## src/rtl/mem_arbiter.sv

```systemverilog
// Two-port (instruction fetch / load-store) arbiter for a single-ported, fixed-latency memory.
// Optional build macro MEM_ARB_ROUND_ROBIN_EN: round-robin tie-break in IDLE instead of fixed D priority.
module mem_arbiter #(
    parameter int MEM_LATENCY = 4,
    parameter int ADDR_W      = 16,
    parameter int DATA_W      = 16
) (
    input  logic              clk,
    input  logic              rst,
    input  logic              if_req,
    input  logic [ADDR_W-1:0] if_addr,
    output logic [ADDR_W-1:0] if_data,
    output logic              if_ack,
    input  logic              d_req,
    input  logic              d_wr,
    input  logic [ADDR_W-1:0] d_addr,
    input  logic [DATA_W-1:0] d_wdata,
    output logic [DATA_W-1:0] d_rdata,
    output logic              d_ack,
    output logic              mem_en,
    output logic              mem_wr,
    output logic [ADDR_W-1:0] mem_addr,
    output logic [DATA_W-1:0] mem_wdata,
    input  logic [DATA_W-1:0] mem_rdata,
    output logic              busy
);

    typedef enum logic [1:0] {IDLE, BUSY, RESP} state_t;

    localparam logic [3:0] CNT_INIT = 4'(MEM_LATENCY - 1);

    state_t            state_q, state_d;
    logic [3:0]        cnt_q, cnt_d;
    logic              grant_dport_q, grant_dport_d;
    logic              store_q, store_d;
    logic              first_q, first_d;
    logic [ADDR_W-1:0] mem_addr_q, mem_addr_d;
    logic [DATA_W-1:0] mem_wdata_q, mem_wdata_d;
    logic [ADDR_W-1:0] if_data_q, if_data_d;
    logic [DATA_W-1:0] d_rdata_q, d_rdata_d;
    logic              issue;
    logic              pick_dport;
    logic [ADDR_W-1:0] rdata_instr;

    // Fetched words land in an ADDR_W-wide register; resize the memory word to fit.
    generate
        if (ADDR_W > DATA_W) begin : g_rdata_ext
            assign rdata_instr = {{(ADDR_W - DATA_W){1'b0}}, mem_rdata};
        end else begin : g_rdata_trunc
            assign rdata_instr = mem_rdata[ADDR_W-1:0];
        end
    endgenerate

`ifdef MEM_ARB_ROUND_ROBIN_EN
    logic last_dport_q;

    always_ff @(posedge clk) begin
        if (rst) begin
            last_dport_q <= 1'b0;
        end else if (issue) begin
            last_dport_q <= pick_dport;
        end
    end
`endif

    always_comb begin
        state_d       = state_q;
        cnt_d         = cnt_q;
        grant_dport_d = grant_dport_q;
        store_d       = store_q;
        first_d       = first_q;
        mem_addr_d    = mem_addr_q;
        mem_wdata_d   = mem_wdata_q;
        if_data_d     = if_data_q;
        d_rdata_d     = d_rdata_q;
        issue         = 1'b0;
        pick_dport    = 1'b0;

        case (state_q)
            IDLE: begin
                if (if_req || d_req) begin
                    issue = 1'b1;
`ifdef MEM_ARB_ROUND_ROBIN_EN
                    pick_dport = (if_req && d_req) ? !last_dport_q : d_req;
`else
                    pick_dport = d_req;
`endif
                end
            end
            BUSY: begin
                first_d = 1'b0;
                if (cnt_q == 4'd0) begin
                    state_d = RESP;
                    if (!store_q) begin
                        if (grant_dport_q) begin
                            d_rdata_d = mem_rdata;
                        end else begin
                            if_data_d = rdata_instr;
                        end
                    end
                end else begin
                    cnt_d = cnt_q - 4'd1;
                end
            end
            RESP: begin
                // The grantee still holds its req this cycle, so only the other port may be issued.
                if (grant_dport_q ? if_req : d_req) begin
                    issue      = 1'b1;
                    pick_dport = !grant_dport_q;
                end else begin
                    state_d = IDLE;
                end
            end
            default: state_d = IDLE;
        endcase

        if (issue) begin
            state_d       = BUSY;
            cnt_d         = CNT_INIT;
            grant_dport_d = pick_dport;
            store_d       = pick_dport && d_wr;
            first_d       = 1'b1;
            mem_addr_d    = pick_dport ? d_addr : if_addr;
            if (pick_dport && d_wr) begin
                mem_wdata_d = d_wdata;
            end
        end
    end

    always_ff @(posedge clk) begin
        if (rst) begin
            state_q       <= IDLE;
            cnt_q         <= '0;
            grant_dport_q <= 1'b0;
            store_q       <= 1'b0;
            first_q       <= 1'b0;
            mem_addr_q    <= '0;
            mem_wdata_q   <= '0;
            if_data_q     <= '0;
            d_rdata_q     <= '0;
        end else begin
            state_q       <= state_d;
            cnt_q         <= cnt_d;
            grant_dport_q <= grant_dport_d;
            store_q       <= store_d;
            first_q       <= first_d;
            mem_addr_q    <= mem_addr_d;
            mem_wdata_q   <= mem_wdata_d;
            if_data_q     <= if_data_d;
            d_rdata_q     <= d_rdata_d;
        end
    end

    assign mem_en    = (state_q == BUSY);
    assign mem_wr    = mem_en && first_q && store_q;
    assign mem_addr  = mem_addr_q;
    assign mem_wdata = mem_wdata_q;
    assign if_data   = if_data_q;
    assign d_rdata   = d_rdata_q;
    assign if_ack    = (state_q == RESP) && !grant_dport_q;
    assign d_ack     = (state_q == RESP) && grant_dport_q;
    assign busy      = (state_q != IDLE);

endmodule

```

## config.mk

```make
export PLATFORM = sky130hd
export DESIGN_NAME = mem_arbiter
export DESIGN_NICKNAME = d
export VERILOG_FILES = /design/src/rtl/mem_arbiter.sv
export SDC_FILE = /design/constraint.sdc
export NUM_CORES = 1
export LEC_CHECK = 0
export BUFFER_PORTS_ARGS = -buffer_cell sky130_fd_sc_hd__buf_2
export CAP_MARGIN = 20
export CORE_MARGIN = 10
export CORE_UTILIZATION = 45
export DETAILED_ROUTE_END_ITERATION = 6
export PLACE_DENSITY = 0.81
export SETUP_SLACK_MARGIN = 0.2
export SLEW_MARGIN = 20
export SYNTH_ARGS = -nofsm -noshare
export SYNTH_HDL_FRONTEND = slang
export SYNTH_SLANG_ARGS = --single-unit
```

## constraint.sdc

```tcl
create_clock -name clk -period 4.35 [get_ports clk]
set_clock_uncertainty 0.15 [all_clocks]
set_input_delay 0.2175 -clock clk [delete_from_list [all_inputs] [get_ports clk]]
set_output_delay 0.2175 -clock clk [all_outputs]
set_load 0.1 [all_outputs]
```

==> impl_metrics.py <==
metrics = {
    "sta": {
        "finalSetupViolCount": 0,
        "slew_headroom_pct": 50.8,
        "worst_pin_slew_ps": 738,
        "post-route-period-util_pct": 48.1,
        "setup-tns-final_ps": 0,
        "rsz0062_at_grt": "no",
        "max_freq_mhz": 478,
        "hold_viol": 0,
        "final_max_slew_viol_count": 0,
        "final.min_clock_period_ps": 2090,
    },
    "run": {
        "max_cap_viol_count": 0,
    },
    "cts": {
        "clkLatencyLatePin_ps": 330,
        "post_cts_buffers": 0,
        "cts.clk_slew.worst_paths_ps": 70,
        "root_buffer": "clkbuf_8",
        "htreeDepth": 3,
        "cts_num_sinks": 73,
        "cts_made_buffers": 9,
        "tritoncts": "done",
        "clk_path_buf_depth": 2,
    },
    "critical_path": {
        "path_buf_inv": 1,
        "required_ps": 4380,
        "worstPathMaxFanout": 16,
        "cp_slowest_stage_delay_ps": 530,
        "crit_family": "simple AND/OR/NAND/NOR gates",
        "worstPathCellList": "inv_1 -> ha_1 -> nor3b_2 -> nand3_1 -> nand2_1 -> a21oi_1",
        "cp-end-kind": "register",
        "critPathLaunchType": "register",
        "critPathSlowestCell": "nand3_1",
        "crit_type": "reg -> reg",
        "critPathArrivalTime_ps": 2120,
    },
    "layout": {
        "regArea_um2": 1460,
        "multi_input_area_um2": 1240,
        "final_cell_mix": "buf_2 (137), nand2_1 (100), dfxtp_1 (73)",
        "area_delta_synth_final_pct": 41.1,
        "drive_gt1_share_pct": 31.9,
        "nNetsFinal": 567,
        "layout_commonest_cell": "buf_2",
        "diodes": 0,
        "num-fill-cells": 547,
    },
    "pwr": {
        "p_leak_nw": 1.87,
        "pwr_density_cell_nw_per_um2": 458,
        "ir_worst_vdd_mv": 0.284,
        "finalPower_w": 0.00185,
    },
    "logic_synthesis": {
        "synth_area_um2": 2870,
        "synth_area_per_cell_um2": 8.46,
        "synth_top_area_share_pct": 51.0,
        "yosys_warnings": 0,
        "synth_top_cell_by_area": "dfxtp_1",
        "synth.net_count": 409,
        "netlist_instances": 339,
        "synth_seq_cells": 73,
        "netlist_top_cells_area": "dfxtp_1 (51%), nand2_1 (13%), a21oi_1 (9.4%), mux2i_1 (5.9%), a211oi_1 (4.2%)",
        "yosysSeqAreaShare_pct": 51.0,
        "ys_types": 34,
    },
    "floorplan": {
        "ioPinCount": 138,
        "initial_core_util_pct": 45.7,
        "core_um2": 6280,
        "die_w_um": 99.8,
        "die_h_um": 99.8,
        "dieArea_um2": 9970,
        "placementRows": 29,
    },
    "routing": {
        "vias": 2836,
        "drc_errors": 0,
        "drt-initial-drc-count": 132,
        "wl_per_cell_um": 14.7,
        "routed_via_density": 4.90,
        "first_pass_iters": 4,
        "wl_mm": 8.51,
        "ant_nets": 0,
    },
    "min_path": {
        "hold_class": "in -> reg",
    },
    "status": {
        "outcome": "complete, no violations",
    },
    "global_routing": {
        "grt_antenna_before_repair": 0,
        "grt_pass1_vias": 2830,
        "grt.total_usage_pct": 16.7,
        "grt_overflow_total": 0,
        "grt_first_pass_wirelength_mm": 13.8,
        "grt_max_degree": 74,
    },
    "placed_design": {
        "port_buffers": 137,
        "hpwlAfterDp_mm": 5.89,
        "gp_congestion": 0.792,
    },
}
worst min-delay path, cell delays in order:
cell and delay, ps:
buf_2 100, a21o_1 110, a21oi_1 50
per-stage QoR:
step	worst slack [ps]	instances	cell area [um2]	util, %	hold slack [ps]
2_1_floorplan	1870	339	2870	-	204
4_1_cts	2250	579	4050	64.5	24.9
3_5_place_dp	2290	531	3510	55.9	294
3_3_place_gp	2400	531	3510	55.9	288
5_1_grt	1990	579	4050	64.5	54.3
6_report	2260	579	4050	64.5	37.6
metal layers:
layer	vias to the layer above	share of wire [%]	global-route usage, %
li1	1451	-	-
met4	0	1.3	6.73
met2	113	47	27.1
met1	1263	42	19.0
met5	-	0	0
met3	9	10	7.21
synth_stat cells:
| master | count |
|---|---|
| a211oi_1 | 16 |
| a21boi_2 | 1 |
| a21o_1 | 1 |
| a21oi_1 | 54 |
| and2_1 | 1 |
| and2_4 | 1 |
| and3_1 | 4 |
| and4b_1 | 1 |
| buf_1 | 1 |
| buf_12 | 2 |
| buf_2 | 3 |
| buf_4 | 5 |
| buf_6 | 1 |
| clkbuf_1 | 9 |
| clkbuf_2 | 2 |
| dfxtp_1 | 73 |
| ha_1 | 1 |
| inv_1 | 5 |
| mux2i_1 | 17 |
| nand2_1 | 100 |
| nand2b_1 | 2 |
| nand3_1 | 3 |
| nor2_1 | 22 |
| nor2b_1 | 1 |
| nor3_1 | 3 |
| nor3b_2 | 2 |
| nor4_1 | 1 |
| o211ai_1 | 1 |
| o21ai_0 | 1 |
| o221a_2 | 1 |
| o221ai_1 | 1 |
| or2_2 | 1 |
| or3b_2 | 1 |
| xnor2_1 | 1 |
power by group:
group	internal (W)	switching [W]	total, W
sequential	0.000713	0.0000247	0.000737
clock	0.000338	0.000237	0.000575
combinational	0.000123	0.000419	0.000542
total	0.00117	0.000681	0.00185
flip-flops by register name (all words and copies together), names as in the netlist:
register	cells
d_rdata	16
if_data	16
mem_addr	16
mem_wdata	16
cnt_q	4
state_q	2
first_q	1
grant_dport_q	1
store_q	1
final cells by class:
cell class | count | area share, %
clock inverters | 5 | 1.95
repair buffers | 170 | 25.0
flip-flops and latches | 73 | 36.1
clock buffers | 11 | 3.49
well taps | 77 | 2.38
inverters | 5 | 0.464
multi-input cells | 238 | 30.6
logic make-up after synthesis:
family,Yosys count,synth area share (%)
adders and majority gates,1,0.436
and+or+nand+nor,143,21.0
AOI/OAI and AO/OA,76,15.4
buffers and inverters,28,5.93
xor gates and xnor gates,1,0.305
DFF,73,51.0
muxes,17,5.93
repair_timing:
item	4_1_cts	5_1_grt
resized for setup	0	0
endpoints found under the setup margin	0	0
hold buffers	32	0
endpoints found under the hold margin	47	0
path summary, 6_finish.rpt:
kind | start | endpoint | slack, ps | cells past startpoint
min | if_req | grant_dport_q$_SDFFE_PP0P_ | 40 | 3
max reg2reg | cnt_q[0]$_SDFFE_PP0P_ | d_rdata[11]$_SDFFE_PP0P_ | 2260 | 6
max | cnt_q[0]$_SDFFE_PP0P_ | d_rdata[11]$_SDFFE_PP0P_ | 2260 | 6
min reg2reg | if_data[1]$_SDFFE_PP0P_ | if_data[1]$_SDFFE_PP0P_ | 300 | 2
No activity file was read; power rests on OpenSTA's default activity.
